[src/rtl/pll_rst_pkg.sv]
// Shared types and constants for the PLL lock reset sequencer.
// Contents:
//   rst_state_t    - sequencer FSM states
//   DEF_*          - default parameter values for pll_lock_reset_gen
//   LOSS_CNT_W     - width of the saturating lock-loss counter
//   max_int()      - elaboration-time helper used to size the shared counter
package pll_rst_pkg;

    typedef enum logic [2:0] {
        RESET     = 3'd0,
        WAIT_LOCK = 3'd1,
        STABLE    = 3'd2,
        HOLD      = 3'd3,
        RUN       = 3'd4
    } rst_state_t;

    localparam int DEF_SYNC_STAGES        = 2;
    localparam int DEF_LOCK_STABLE_CYCLES = 16;
    localparam int DEF_RESET_HOLD_CYCLES  = 8;
    localparam int DEF_TIMEOUT_CYCLES     = 65536;

    localparam int LOSS_CNT_W = 8;

    function automatic int max_int(input int a, input int b);
        return (a > b) ? a : b;
    endfunction

endpackage

[src/rtl/sync_ff.sv]
// N-stage flip-flop synchronizer for a single asynchronous status bit.
// All stages clear to 0 on the asynchronous reset.
// Ports:
//   clk_i - destination clock
//   rst_i - asynchronous active-high reset
//   d_i   - asynchronous input bit
//   q_o   - synchronized output (STAGES clock edges of latency)
module sync_ff #(
    parameter int STAGES = 2
) (
    input  logic clk_i,
    input  logic rst_i,
    input  logic d_i,
    output logic q_o
);

    logic [STAGES-1:0] sync_q;

    always_ff @(posedge clk_i or posedge rst_i) begin
        if (rst_i) begin
            sync_q <= '0;
        end else begin
            sync_q <= {sync_q[STAGES-2:0], d_i};
        end
    end

    assign q_o = sync_q[STAGES-1];

endmodule

[src/rtl/pll_lock_reset_gen.sv]
// Reset sequencer downstream of the PLL. Releases the system reset only after
// the synchronized LOCKED signal has been stable for LOCK_STABLE_CYCLES and a
// further RESET_HOLD_CYCLES hold interval has elapsed. Any lock loss re-enters
// the wait state and re-asserts reset.
// Ports:
//   clk          - PLL output clock, the only clock
//   rst          - asynchronous active-high reset (power-on / button)
//   locked       - PLL LOCKED, asynchronous to clk
//   rst_out      - active-high system reset (async assert, sync deassert)
//   rst_n_out    - registered complement of rst_out
//   ready        - high only in RUN
//   lock_timeout - sticky: no lock within TIMEOUT_CYCLES while waiting
//   loss_count   - saturating count of RUN -> WAIT_LOCK transitions
//
// state     | meaning
// ----------+-----------------------------------------------------------
// RESET     | held by rst; all outputs at reset values
// WAIT_LOCK | waiting for locked_s; tcnt counts towards the timeout
// STABLE    | locked_s high; cnt counts qualifying cycles
// HOLD      | lock qualified; rst_out still asserted for the hold interval
// RUN       | rst_out released, ready high
module pll_lock_reset_gen
    import pll_rst_pkg::*;
#(
    parameter int SYNC_STAGES        = DEF_SYNC_STAGES,
    parameter int LOCK_STABLE_CYCLES = DEF_LOCK_STABLE_CYCLES,
    parameter int RESET_HOLD_CYCLES  = DEF_RESET_HOLD_CYCLES,
    parameter int TIMEOUT_CYCLES     = DEF_TIMEOUT_CYCLES
) (
    input  logic                  clk,
    input  logic                  rst,
    input  logic                  locked,
    output logic                  rst_out,
    output logic                  rst_n_out,
    output logic                  ready,
    output logic                  lock_timeout,
    output logic [LOSS_CNT_W-1:0] loss_count
);

    localparam int CNT_W  = $clog2(max_int(LOCK_STABLE_CYCLES, RESET_HOLD_CYCLES) + 1);
    localparam int TCNT_W = $clog2(TIMEOUT_CYCLES + 1);

    localparam logic [CNT_W:0]    LSC_C  = (CNT_W+1)'(LOCK_STABLE_CYCLES);
    localparam logic [CNT_W-1:0]  RHC_C  = CNT_W'(RESET_HOLD_CYCLES);
    localparam logic [TCNT_W-1:0] TMO_C  = TCNT_W'(TIMEOUT_CYCLES);

    rst_state_t              state_q, state_d;
    logic [CNT_W-1:0]        cnt_q, cnt_d;
    logic [CNT_W:0]          cnt_inc;
    logic [TCNT_W-1:0]       tcnt_q, tcnt_d, tcnt_inc;
    logic                    timeout_q, timeout_d;
    logic [LOSS_CNT_W-1:0]   loss_q, loss_d;
    logic                    rst_out_q, rst_n_q, ready_q;
    logic                    armed_q;
    logic                    locked_gated;
    logic                    locked_s;

    // Lock is not allowed into the synchronizer until the FSM has left RESET,
    // so the qualification latency is always measured from WAIT_LOCK. This is
    // why a release with lock already present takes one extra edge.
    assign locked_gated = locked & armed_q;

    sync_ff #(
        .STAGES (SYNC_STAGES)
    ) u_lock_sync (
        .clk_i (clk),
        .rst_i (rst),
        .d_i   (locked_gated),
        .q_o   (locked_s)
    );

    always_ff @(posedge clk or posedge rst) begin
        if (rst) begin
            state_q   <= RESET;
            cnt_q     <= '0;
            tcnt_q    <= '0;
            timeout_q <= 1'b0;
            loss_q    <= '0;
            rst_out_q <= 1'b1;
            rst_n_q   <= 1'b0;
            ready_q   <= 1'b0;
            armed_q   <= 1'b0;
        end else begin
            state_q   <= state_d;
            cnt_q     <= cnt_d;
            tcnt_q    <= tcnt_d;
            timeout_q <= timeout_d;
            loss_q    <= loss_d;
            rst_out_q <= (state_d != RUN);
            rst_n_q   <= (state_d == RUN);
            ready_q   <= (state_d == RUN);
            armed_q   <= (state_d != RESET);
        end
    end

    always_comb begin
        state_d   = state_q;
        cnt_d     = cnt_q;
        tcnt_d    = tcnt_q;
        timeout_d = timeout_q;
        loss_d    = loss_q;
        cnt_inc   = {1'b0, cnt_q} + (CNT_W+1)'(1);
        tcnt_inc  = tcnt_q + TCNT_W'(1);

        case (state_q)
            RESET: begin
                state_d = WAIT_LOCK;
                cnt_d   = '0;
                tcnt_d  = '0;
            end
            WAIT_LOCK: begin
                if (locked_s) begin
                    state_d = STABLE;
                    cnt_d   = CNT_W'(1);
                end else if (tcnt_q != TMO_C) begin
                    tcnt_d = tcnt_inc;
                    if (tcnt_inc == TMO_C) begin
                        timeout_d = 1'b1;
                    end
                end
            end
            STABLE: begin
                // The WAIT_LOCK cycle that saw locked_s is stable cycle 1,
                // so the exit test looks at the incremented count.
                if (!locked_s) begin
                    state_d = WAIT_LOCK;
                    cnt_d   = '0;
                    tcnt_d  = '0;
                end else if (cnt_inc >= LSC_C) begin
                    state_d = HOLD;
                    cnt_d   = CNT_W'(1);
                end else begin
                    cnt_d = cnt_inc[CNT_W-1:0];
                end
            end
            HOLD: begin
                if (!locked_s) begin
                    state_d = WAIT_LOCK;
                    cnt_d   = '0;
                    tcnt_d  = '0;
                end else if (cnt_q >= RHC_C) begin
                    state_d = RUN;
                    cnt_d   = '0;
                end else begin
                    cnt_d = cnt_inc[CNT_W-1:0];
                end
            end
            RUN: begin
                if (!locked_s) begin
                    state_d = WAIT_LOCK;
                    tcnt_d  = '0;
                    if (loss_q != '1) begin
                        loss_d = loss_q + LOSS_CNT_W'(1);
                    end
                end
            end
            default: begin
                state_d = RESET;
            end
        endcase
    end

    assign rst_out      = rst_out_q;
    assign rst_n_out    = rst_n_q;
    assign ready        = ready_q;
    assign lock_timeout = timeout_q;
    assign loss_count   = loss_q;

endmodule

[config.mk]
export PLATFORM = sky130hd
export DESIGN_NAME = pll_lock_reset_gen
export DESIGN_NICKNAME = d
export VERILOG_FILES = /design/src/rtl/pll_rst_pkg.sv /design/src/rtl/sync_ff.sv /design/src/rtl/pll_lock_reset_gen.sv
export SDC_FILE = /design/constraint.sdc
export NUM_CORES = 1
export LEC_CHECK = 0
export ABC_AREA = 1
export BUFFER_PORTS_ARGS = -buffer_cell sky130_fd_sc_hd__buf_2
export CAP_MARGIN = 10
export CELL_PAD_IN_SITES_DETAIL_PLACEMENT = 0
export CELL_PAD_IN_SITES_GLOBAL_PLACEMENT = 2
export CORE_ASPECT_RATIO = 2
export CORE_UTILIZATION = 36
export DETAILED_ROUTE_END_ITERATION = 7
export GPL_TIMING_DRIVEN = 0
export PLACE_DENSITY_LB_ADDON = 0.1
export SLEW_MARGIN = 40
export SYNTH_ARGS = -nofsm -noshare
export SYNTH_HDL_FRONTEND = slang
export SYNTH_HIERARCHICAL = 1
export SYNTH_SLANG_ARGS = --single-unit
[constraint.sdc]
create_clock -name clk -period 2.2 [get_ports clk]
set_input_delay 0.44 -clock clk [delete_from_list [all_inputs] [get_ports clk]]
set_output_delay 0.44 -clock clk [all_outputs]
set_load 0.02 [all_outputs]
==> results of run 1 <==
-- synth_stat cells (5+ instances only) --
library cell / number / area share
dfrtp_1: 38 / 0.42
ha_1: 5 / 0.028
inv_1: 37 / 0.061
nand2_1: 68 / 0.11
nand3_1: 23 / 0.051
nor2_1: 49 / 0.081
o21ai_0: 10 / 0.022
o21ai_2: 5 / 0.019
o22ai_1: 5 / 0.014
xor2_1: 9 / 0.035
-- logic make-up (layout without fill, tap and decap cells) --
family                   count (synthesis)  after routing  share of synthesized area
AND/OR/NAND/NOR                        157            157                      0.304
AO/OA/AOI/OAI                           32             32                      0.103
buffers and inverters                   42             66                     0.0744
XOR/XNOR                                12             12                     0.0463
adder cells (fa/ha/maj)                  5              5                     0.0275
flip-flops                              39             39                      0.430
multiplexers                             3              3                     0.0149
-- flip-flops by register name, summed over array words and instances, names as in the netlist --
register / flops
tcnt_q: 17
cnt_q: 5
rst_out: 1
state_q: 3
u_lock_sync/sync_q: 2
lock_timeout: 1
ready: 1
loss_count: 8
armed_q: 1
-- path summary, 6_finish.rpt --
kind,startpoint,to
min in group clk,u_lock_sync/sync_q[0],u_lock_sync/sync_q[1]
max,tcnt_q[0],lock_timeout
min,rst,u_lock_sync/sync_q[1]
max reg2reg,tcnt_q[0],lock_timeout
min reg2reg,u_lock_sync/sync_q[0],u_lock_sync/sync_q[1]
max in group asynchronous,rst,rst_out
-- stage by stage --
step           std cells  total power, W  hold WS [ns]  utilization
4_1_cts              396         0.00197        0.0206        0.433
2_1_floorplan        290         0.00100         0.181            -
3_5_place_dp         388         0.00109         0.335        0.404
6_report             398         0.00194        0.0245        0.437
3_3_place_gp         388         0.00109         0.312        0.404
5_1_grt              398         0.00205        0.0271        0.437
-- cell type report --
type | count | area (um^2) | share of cell area
multi-input cells | 209 | 1130 | 0.427
flip-flops and latches | 39 | 977 | 0.369
inverters | 40 | 155 | 0.0587
clock buffers | 6 | 139 | 0.0525
well taps | 84 | 105 | 0.0397
repair buffers | 16 | 85.1 | 0.0322
clock inverters | 2 | 35.0 | 0.0132
plain buffers | 2 | 18.8 | 0.00710
-- metal layers --
layer,up-vias,part of all wire,track usage
met3,9,0.014,0.0350
li1,972,-,-
met1,905,0.36,0.196
met2,24,0.60,0.393
met5,-,0,0
met4,0,0.032,0.103
-- where the power goes --
| group | switching (W) | leakage, nW | internal (W) | total [W] |
|---|---|---|---|---|
| Clock | 0.000297 | 0.0868 | 0.000564 | 0.000861 |
| Combinational | 0.000182 | 0.667 | 0.0000913 | 0.000273 |
| Sequential | 0.0000545 | 0.523 | 0.000754 | 0.000809 |
-- critical path, stage by stage (launching register included) --
cell and delay (ns):
dfrtp_1 0.46, ha_1 0.22, nand3_1 0.24, nor2_1 0.26
nand2_1 0.07, nand2_1 0.06, nand2_1 0.07, nor2_1 0.10
nand3_1 0.07, nor2_1 0.10, nand3_1 0.08, nand2_1 0.06
-- timing repair --
action	CTS	global route
resized for setup	0	3
endpoints found under the setup margin	0	15
buffers inserted	0	2
==> results.md, run 1 <==
* Clock-pin transition on the worst setup and hold timing paths at 0.06 ns
* Core area at 6060 um^2
* First-pass iteration count of the detailed router at 4
* Fin. Hold Viols at 0
* Syn Inst Count at 290
* Layout cells sized above 1 at 0.159
* Final Max Tran Viols at 0
* Worst-path maximum fanout at 6
* Max-cap violation count at 0
* Post-synthesis cell type count at 32
* Worst hold path class: in2async
* Filler Cell Count at 648
* Mean Syn Cell Area at 7.83 um^2
* Sequential fraction of the synthesis area at 0.430
* Post-Route Setup TNS at 0 ns
* Fin nets at 321
* Worst Tran Pin Value at 0.487 ns
* Final min period at 1.88 ns
* Clk_lat worst skew at 0.29 ns
* Ys Warns at 6
* Initial DRC count at 77
* Post-synth ARST share at 1.00
* Post-DP HPWL at 4380 um
* First-pass GRT wire length at 9920 um
* Ant. Diodes at 0
* Final setup margin at 0.320 ns
* Root Buffer: clkbuf_16
* Avg WL per Cell at 14.5 um
* Routed Antenna Nets at 0
* CP arrival at 2.11 ns
* Total congestion overflow at 0
* Leak Pwr at 1.28 nW
* Clock Skew at 0.00806 ns
* CTS Buf Count at 5
* Placement row count at 40
* Post-DP Area at 2450 um^2
* Ys flop type: dfrtp_1
* Die Width at 58.2 um
* DR vias at 1910
* DR DRC count at 0
* Critical Path RT at 2.43 ns
* Post-synth EDFFs at 0
* Pwr/cell area at 735 nW/um^2
* Placer Congestion at 0.756
* Fin crit share at 0.855
* Yosys reg bits at 39
* Setup Viol. Count Final at 0
* Slew Limit Headroom at 0.675
* Status: completed
* Startpoint Class: flip-flop
* Post-Place Worst Slack at 0.0707 ns
* R2r worst-path depth at 11
* Pin count of the biggest net entering global routing at 38
* CTS Hold Buffers Added at 0
* R2R Setup Slk at 0.32 ns
* Net count after synthesis at 298
* GRT Overall Usage at 0.204
* CTS tree: built
* Vias in the first global route at 2024
* Port buffer count at 14
* Max Root-Sink Buffers at 2
* Most frequent cells in the layout: nand2_1 (68), nor2_1 (49), dfrtp_1 (38)
* Peak supply drop at 454 uV
* Die Y at 114 um
* CTS Sinks at 39
* Most common cell after layout, fill and taps aside: nand2_1
* CP Class: reg2reg
* Area Growth Syn to Fin at 16.5%
* Die area at 6650 um^2
* Critical path endpoint category: flip-flop
* Io pins at 15
* Avg Vias per Cell at 4.80
* Starting density of the core at 0.375
* Unrepaired setup endpoints after global routing: false
* Synthesized area at 2270 um^2
* Fmax at 0.532 GHz
* Fin area at 2650 um^2
* Htree depth at 2
* DRT Wirelength at 5760 um
* Initial antenna violation count at 0
Note: power is estimated with default switching activity, not from simulation.
==> run 2: changes to the inputs <==
==> constraint.sdc (replaced) <==
create_clock -name clk -period 2.2 [get_ports clk]
set_input_delay 0.22 -clock clk [delete_from_list [all_inputs] [get_ports clk]]
set_output_delay 0.22 -clock clk [all_outputs]
set_load 0.02 [all_outputs]
==> run 2 against run 1 <==
Compared with the run above:
- sequential power hardly changed
- fmax down 0.60%
- combinational power is essentially flat
- critical path depth is the same
- worst setup slack lost 0.011 ns
- clock power hardly changed
- flip-flop and latch count did not move
- clock skew is essentially flat
- final cell count grew 0.25%
- design area up 0.38%
==> results.md, run 2 (same netlist as run 1, synthesis figures left out) <==
* Critical path endpoint category: flip-flop
* Pin count of the biggest net entering global routing at 38
* Worst-path maximum fanout at 6
* Pwr/cell area at 732 nW/um^2
* Fmax at 0.529 GHz
* Slew Limit Headroom at 0.677
* Status: completed
* Ant. Diodes at 0
* DR DRC count at 0
* Max-cap violation count at 0
* CP arrival at 2.12 ns
* Clock-pin transition on the worst setup and hold timing paths at 0.06 ns
* Critical Path RT at 2.43 ns
* Area Growth Syn to Fin at 16.9%
* R2r worst-path depth at 11
* Largest reg by FF count: tcnt_q
* Die Width at 58.2 um
* Clock Skew at 0.00766 ns
* Startpoint Class: flip-flop
* Slowest stage delay, CP at 0.46 ns
* Fin area at 2660 um^2
* Total congestion overflow at 0
* Final min period at 1.89 ns
* Peak supply drop at 453 uV
* Fin crit share at 0.860
* Hold endpoint: u_lock_sync/sync_q[0]
* CTS Sinks at 39
* Avg WL per Cell at 14.4 um
* Initial antenna violation count at 0
* Initial DRC count at 75
* Placer Congestion at 0.756
* Post-Route Setup TNS at 0 ns
* Root Buffer: clkbuf_16
* GRT Overall Usage at 0.204
* CP Class: reg2reg
* Worst hold path class: in2reg
* Hold_sp: locked
* Vias in the first global route at 2026
* Core area at 6060 um^2
* Setup Viol. Count Final at 0
* Layout cells sized above 1 at 0.159
* Max Root-Sink Buffers at 2
* Avg Vias per Cell at 4.77
* Final Max Tran Viols at 0
* Worst Tran Pin Value at 0.485 ns
* R2R Setup Slk at 0.31 ns
* DR vias at 1903
* First-pass GRT wire length at 9920 um
* CTS tree: built
* Fin nets at 322
* Routed Antenna Nets at 0
* Starting density of the core at 0.375
* CP Cell Sequence: ha_1, nand3_1, nor2_1, nand2_1, nand2_1, nand2_1, nor2_1, nand3_1, nor2_1, nand3_1, nand2_1
* First-pass iteration count of the detailed router at 4
* Slowest CP cell: dfrtp_1
* Most common cell after layout, fill and taps aside: nand2_1
* Placement row count at 40
* Most frequent cells in the layout: nand2_1 (68), nor2_1 (49), dfrtp_1 (38)
* Io pins at 15
* Reg-to-reg endpoint: lock_timeout
* CTS Buf Count at 5
* Htree depth at 2
* Die area at 6650 um^2
* R2r startpoint: tcnt_q[0]
* Port buffer count at 14
* Most frequent CP cell: nand2_1
* Die Y at 114 um
* Post-DP HPWL at 4380 um
* Leak Pwr at 1.28 nW
* Clk_lat worst skew at 0.29 ns
* DRT Wirelength at 5760 um
* Post-DP Area at 2450 um^2
* Largest register FFs at 17
* Hold Crit Depth at 3
* Fin. Hold Viols at 0
* Buffers & Inverters on Critical Path at 0
* Top delay family on crit path: simple AND/OR/NAND/NOR gates
* Unrepaired setup endpoints after global routing: false
## run 2: per-stage QoR
step | std cells | power (W) | hold slack (ns) | utilization | worst slack (ns)
after floorplan | 290 | 0.00100 | -0.0388 | - | 0.549
after global placement | 388 | 0.00109 | 0.0924 | 0.404 | 0.0437
after detailed placement | 388 | 0.00109 | 0.115 | 0.404 | 0.0707
after CTS | 397 | 0.00197 | 0.121 | 0.435 | 0.0457
after global routing | 399 | 0.00205 | 0.129 | 0.438 | 0.0289
final | 399 | 0.00194 | 0.126 | 0.438 | 0.308
## run 2: how the worst max path moves through the flow
| stage | startpoint | to | slack (ns) | cells past startpoint |
|---|---|---|---|---|
| after floorplan | tcnt_q[0] | tcnt_q[2] | 0.55 | 10 |
| after global placement | tcnt_q[0] | tcnt_q[15] | 0.04 | 10 |
| after detailed placement | tcnt_q[0] | tcnt_q[2] | 0.07 | 10 |
| after CTS | tcnt_q[0] | tcnt_q[15] | 0.05 | 10 |
| after global routing | tcnt_q[0] | lock_timeout | 0.03 | 11 |
| final | tcnt_q[0] | lock_timeout | 0.31 | 11 |
## run 2: layout make-up
class,count,area [um^2]
Fill cell,649,3400
Multi-Input combinational cell,209,1130
Sequential cell,39,977
Inverter,40,155
Clock buffer,6,139
Tap cell,84,105
Timing Repair Buffer,17,95.1
Clock inverter,2,35.0
Buffer,2,18.8
## run 2: where the power goes
group / switching [W] / internal [W]
clock network: 0.000295 / 0.000564
logic: 0.000182 / 0.0000925
registers: 0.0000546 / 0.000755
total: 0.000532 / 0.00141
## run 2: tightest hold or removal path: stages
cell and delay [ns]:
buf_2 0.08, nand2_1 0.04, inv_1 0.04
## run 2: what timing repair did
action / 4_1_cts / 5_1_grt
buffers inserted: 0 / 2
hold buffers: 1 / 0
gates resized for setup: 0 / 3
hold endpoints to repair: 4 / 0
setup endpoints to repair: 0 / 15
## run 2: layer usage
| metal | up-vias | part of all wire | GRT usage |
|---|---|---|---|
| li1 | 972 | - | - |
| met1 | 895 | 0.35 | 0.196 |
| met2 | 27 | 0.60 | 0.393 |
| met3 | 9 | 0.018 | 0.0350 |
| met4 | 0 | 0.032 | 0.103 |
| met5 | - | 0 | 0 |
